==> src/rtl/ehgu_debounce.sv <==
// Synchronizes and debounces an asynchronous single-bit input; a new level must hold
// for STABLE_CYCLES synchronized samples before dout follows. Rejected pulses are counted.
module ehgu_debounce #(
  parameter int   SYNC_STAGES      = 2,
  parameter int   STABLE_CYCLES    = 4,
  parameter int   GLITCH_CNT_WIDTH = 8,
  parameter logic RESET_VALUE      = 1'b0
) (
  input  logic                        clk,
  input  logic                        rstn,
  input  logic                        din_async,
  input  logic                        glitch_clr,
  output logic                        dout,
  output logic                        busy,
  output logic                        glitch,
  output logic [GLITCH_CNT_WIDTH-1:0] glitch_cnt
);

  localparam int CNT_WIDTH = $clog2(STABLE_CYCLES + 1);

  typedef enum logic [1:0] {STABLE_LO, CHK_HI, STABLE_HI, CHK_LO} state_t;

  localparam state_t                    RST_STATE  = RESET_VALUE ? STABLE_HI : STABLE_LO;
  localparam logic [CNT_WIDTH-1:0]        CNT_TARGET = CNT_WIDTH'(STABLE_CYCLES);
  localparam logic [CNT_WIDTH-1:0]        CNT_ONE    = CNT_WIDTH'(1);
  localparam logic [GLITCH_CNT_WIDTH-1:0] GCNT_ONE   = GLITCH_CNT_WIDTH'(1);

  logic [SYNC_STAGES-1:0]      sync_q, sync_d;
  state_t                      state_q, state_d;
  logic [CNT_WIDTH-1:0]        cnt_q, cnt_d, cnt_inc;
  logic                        dout_q, dout_d;
  logic                        busy_q, busy_d;
  logic                        glitch_q, glitch_d;
  logic [GLITCH_CNT_WIDTH-1:0] glitch_cnt_q, glitch_cnt_d;
  logic                        din_s;

  // Synchronizer: only the last stage is ever observed by the FSM.
  assign sync_d = {sync_q[SYNC_STAGES-2:0], din_async};
  assign din_s  = sync_q[SYNC_STAGES-1];

  always_comb begin
    state_d  = state_q;
    cnt_d    = cnt_q;
    dout_d   = dout_q;
    glitch_d = 1'b0;
    cnt_inc  = cnt_q + CNT_ONE;
    case (state_q)
      STABLE_LO: begin
        if (din_s) begin
          if (STABLE_CYCLES == 1) begin
            state_d = STABLE_HI;
            dout_d  = 1'b1;
          end else begin
            state_d = CHK_HI;
            cnt_d   = CNT_ONE;
          end
        end
      end
      CHK_HI: begin
        if (din_s) begin
          if (cnt_inc == CNT_TARGET) begin
            state_d = STABLE_HI;
            dout_d  = 1'b1;
            cnt_d   = '0;
          end else begin
            cnt_d = cnt_inc;
          end
        end else begin
          state_d  = STABLE_LO;
          cnt_d    = '0;
          glitch_d = 1'b1;
        end
      end
      STABLE_HI: begin
        if (!din_s) begin
          if (STABLE_CYCLES == 1) begin
            state_d = STABLE_LO;
            dout_d  = 1'b0;
          end else begin
            state_d = CHK_LO;
            cnt_d   = CNT_ONE;
          end
        end
      end
      CHK_LO: begin
        if (!din_s) begin
          if (cnt_inc == CNT_TARGET) begin
            state_d = STABLE_LO;
            dout_d  = 1'b0;
            cnt_d   = '0;
          end else begin
            cnt_d = cnt_inc;
          end
        end else begin
          state_d  = STABLE_HI;
          cnt_d    = '0;
          glitch_d = 1'b1;
        end
      end
      default: begin
        state_d = RST_STATE;
        cnt_d   = '0;
        dout_d  = RESET_VALUE;
      end
    endcase
    busy_d = (state_d == CHK_HI) || (state_d == CHK_LO);
  end

  // A clear coinciding with a new rejection still records that rejection.
  always_comb begin
    glitch_cnt_d = glitch_cnt_q;
    if (glitch_d) begin
      if (glitch_clr)
        glitch_cnt_d = GCNT_ONE;
      else if (glitch_cnt_q != '1)
        glitch_cnt_d = glitch_cnt_q + GCNT_ONE;
    end else if (glitch_clr) begin
      glitch_cnt_d = '0;
    end
  end

  always_ff @(posedge clk or negedge rstn) begin
    if (!rstn) begin
      sync_q       <= {SYNC_STAGES{RESET_VALUE}};
      state_q      <= RST_STATE;
      cnt_q        <= '0;
      dout_q       <= RESET_VALUE;
      busy_q       <= 1'b0;
      glitch_q     <= 1'b0;
      glitch_cnt_q <= '0;
    end else begin
      sync_q       <= sync_d;
      state_q      <= state_d;
      cnt_q        <= cnt_d;
      dout_q       <= dout_d;
      busy_q       <= busy_d;
      glitch_q     <= glitch_d;
      glitch_cnt_q <= glitch_cnt_d;
    end
  end

  assign dout       = dout_q;
  assign busy       = busy_q;
  assign glitch     = glitch_q;
  assign glitch_cnt = glitch_cnt_q;

endmodule
==> config.mk <==
export PLATFORM = sky130hd
export DESIGN_NAME = ehgu_debounce
export DESIGN_NICKNAME = d
export VERILOG_FILES = /design/src/rtl/ehgu_debounce.sv
export SDC_FILE = /design/constraint.sdc
export NUM_CORES = 1
export LEC_CHECK = 0
export CAP_MARGIN = 0
export CORE_UTILIZATION = 23
export CTS_BUF_LIST = sky130_fd_sc_hd__clkbuf_2 sky130_fd_sc_hd__clkbuf_4 sky130_fd_sc_hd__clkbuf_8
export DETAILED_ROUTE_END_ITERATION = 8
export PLACE_DENSITY = 0.37
export SLEW_MARGIN = 20
export SYNTH_ARGS = -nofsm -noshare
export SYNTH_HDL_FRONTEND = slang
export SYNTH_SLANG_ARGS = --single-unit
==> constraint.sdc <==
create_clock -name clk -period 3 [get_ports clk]
set_input_delay 0.6 -clock clk [delete_from_list [all_inputs] [get_ports clk]]
set_output_delay 0.6 -clock clk [all_outputs]
set_load 0.1 [all_outputs]
==> key figures <==
Outcome
  • Status: complete, no violations

Layout
  • Storage element area: around 450 um^2
  • Diodes inserted: 0
  • Fin util: a little under a third
  • Area of the multi-input gates: 387.9 um^2
  • Fill count: about 360
  • Area Growth Syn to Fin: 23.62%
  • Share of layout cells above drive strength 1: roughly 22%
  • Net total in the final layout: between 100 and 150
  • Final cell count without fillers: 140

Clocking
  • Setup Buffers After CTS: 0
  • CTS buffer count: 3
  • Cts repair resizes: 0
  • Cts hold-fix bufs: 0
  • Clock transition at the registers of the reported paths: around 0.07 ns
  • CTS tree: done
  • Skew-Pair Late Insertion Delay: between 0.2 and 0.3 ns
  • Sink Count: 18
  • Clock buffer depth: 2
  • # H-tree levels: 1
  • CTS root buf: clkbuf_8

Yosys
  • Cell variety after synth: 28
  • Asr flop ratio synth: 100.0%
  • Top-area cell type share of the netlist area: between 50 and 60%
  • FF+latch count, synth: 18
  • Ys flop type: dfrtp_1
  • Top post-synthesis cells by area: dfrtp_1, ha_1, nor2_1
  • Post-Synth Simple-Gate Area: between 10% and 20%
  • Synth Net Count: 86
  • Mean area per synthesized cell: ~11 um^2
  • Synth Area in XOR/XNOR: about 6.3%
  • Area share of fa/ha/maj cells after synthesis: 4.373%
  • Area leader, netlist: dfrtp_1
  • Sequential fraction of the synthesis area: between 50% and 60%
  • Multiplexer share of the synthesized area: 3.790%
  • Syn Inst Count: 79
  • Number of synthesized flops with an enable pin: 0
  • Synth Area in Compound Gates: 11.95%
  • Yosys warns: 0
  • Post-Syn Area: roughly 860 um^2
  • Largest family of logic cells by synthesized area: simple AND/OR/NAND/NOR gates

Global route
  • First-pass GRT wire length: between 2000 and 3000 um
  • Total gr overflow: 0
  • Initial antenna violation count: 0
  • Largest net degree at the start of global routing: 19
  • Number of global-route vias before repair: ~610
  • GRT Total Usage: under 10%

Detailed routing
  • Iter 0 DRT Violations: 34
  • Pre-antenna DRT Iters: 4
  • Detail Route Antenna Nets: 0
  • Final WL: 1804 um
  • Vias per cell: between 4 and 5
  • Via count: 620
  • DRC errors left: 0
  • Per-cell routed wire length: ~13 um

STA
  • Tightest Pin Transition: 0.8335 ns
  • WHS: roughly 0.35 ns
  • Final setup margin: approximately 1.1 ns
  • Final min period: between 1.5 and 2 ns
  • Final setup vio count: 0
  • Slew Viols, Final: 0
  • Max Clk Rate: around 0.53 GHz
  • Slew headroom: approximately 44%
  • Fin crit share: 62.99%
  • Fin. Hold Viols: 0
  • Unrepaired setup endpoints after global routing: false
  • Setup Skew: about 0.00055 ns
  • Setup TNS: 0 ns

Floorplanning
  • Area of the core: roughly 3400 um^2
  • # rows: 21
  • Initial core utilization: between 20% and 30%
  • Chip Height: between 60 and 70 um
  • Ports: 15
  • Die ar.: between 3000 and 4000 um^2
  • Die Width: about 63 um

Pwr
  • Sequential share of power: 38.4%
  • Clock share of power: between 10% and 20%
  • Total net switching power: 0.4452 mW
  • P per Cell Area: roughly 900 nW/um^2
  • Combinational Power Share: 44.0%
  • P_int: between 0.5 and 0.6 mW
  • Switching share of power: ~47%
  • LEAKAGE: between 0.4 and 0.5 nW
  • Worst vdd ir: about 0.28 mV

Critical path
  • Maximum fanout along the worst path: 9
  • Setup crit start kind: flip-flop
  • Endpoint type of the worst setup path: flip-flop
  • Crit-path slowest cell: dfrtp_1
  • Kind of critical path: reg2reg
  • Worst path buffer plus inverter count: 0
  • R2R depth: 5
  • Critical path origin: glitch_cnt[0]
  • Critical path endpoint: glitch_cnt[7]
  • CP delay by family, top: simple AND/OR/NAND/NOR gates
  • Worst reg2reg setup slack: roughly 1.1 ns
  • Crit path cell chain: ha_1, nand3_1, o211ai_4, nor4_1, mux2_2
  • Worst EP arrival: 2.03 ns
  • Stages on worst setup path: 5
  • Critical path's largest stage delay: ~0.44 ns
  • Worst r2r src: glitch_cnt[0]
  • Reg2reg end: glitch_cnt[7]
  • Worst EP required: about 3.1 ns

Placement
  • Post-placement cell count: approximately 140
  • Hpwl dp: ~1300 um
  • Routability Congestion: around 0.71
  • Post-Place Setup Slack: about 0.97 ns
  • PortBufs: 14

Job
  • Max-Cap Viols: 0

Hold path
  • Hold path cells: 0
  • Hold Path Class: reg2reg
routing by layer:
layer / routed length (um) / GRT usage, %
met1: 920 / 13.90
met2: 830 / 13.71
met3: 53 / 3.442
met4: 0 / 2.616
met5: 0 / 0
metrics by stage:
step / power (mW) / instance area (um^2)
5_1_grt: 1.005 / 1061
6_report: 0.9468 / 1061
3_3_place_gp: 0.7845 / 1020
4_1_cts: 0.9615 / 1061
3_5_place_dp: 0.7873 / 1020
2_1_floorplan: 0.6940 / 858.3
power by group through the flow:
stage	sequential (mW)	combinational (mW)	clock, mW
2_1_floorplan	0.529	0.165	0
4_1_cts	0.364	0.419	0.178
6_report	0.364	0.417	0.166
3_3_place_gp	0.367	0.417	0
5_1_grt	0.374	0.446	0.185
3_5_place_dp	0.369	0.418	0
Yosys cell counts, types with 2 or more instances:
cell,instances
nor2_1,9
mux2_2,2
inv_1,3
o21ai_0,4
nand3_1,6
ha_1,3
nand2_1,6
a21oi_1,4
o31ai_1,2
nor4_1,3
dfrtp_1,18
xor2_1,3
registers in the layout, indices dropped and copies added (netlist names):
name and count:
glitch_cnt 8, cnt_q 3, state_q 2, sync_q 2
busy 1, dout 1, glitch 1
logic make-up (layout without fill, tap and decap cells):
kind of cell	Yosys count	after routing
mux	3	3
fa+ha+maj	3	3
xor+xnor	4	4
flops	18	18
buf+inv	5	20
simple gates	32	32
compound gates	14	14
layout by cell type, fill, tap and decap left out:
cell / count
a21oi_1: 4
and2b_2: 1
and3_1: 1
buf_4: 11
clkbuf_8: 3
clkdlybuf4s50_1: 3
dfrtp_1: 18
ha_1: 3
inv_1: 3
mux2_2: 2
mux2i_1: 1
nand2_1: 6
nand3_1: 6
nand4_1: 1
nor2_1: 9
nor2b_1: 1
nor3_1: 1
nor4_1: 3
o2111ai_1: 1
o211a_1: 1
o211ai_1: 1
o211ai_4: 1
o21ai_0: 4
o31ai_1: 2
or3_2: 1
or4_1: 1
or4_2: 1
xnor2_4: 1
xor2_1: 3
cell type report:
type | count | area share (%)
Tap cell | 46 | 5.425
Clock buffer | 3 | 3.892
Timing Repair Buffer | 14 | 10.61
Inverter | 3 | 1.061
Multi-Input combinational cell | 56 | 36.56
Sequential cell | 18 | 42.45
worst min-delay path by stage:
stage	startpoint	end	slack (ns)
CTS	sync_q[0]	sync_q[1]	0.35
finish	sync_q[0]	sync_q[1]	0.35
floorplan	rstn	busy	0.30
global placement	sync_q[0]	sync_q[1]	0.33
detailed placement	sync_q[0]	sync_q[1]	0.33
global route	sync_q[0]	sync_q[1]	0.37
Power figures use the tool's default switching activity.
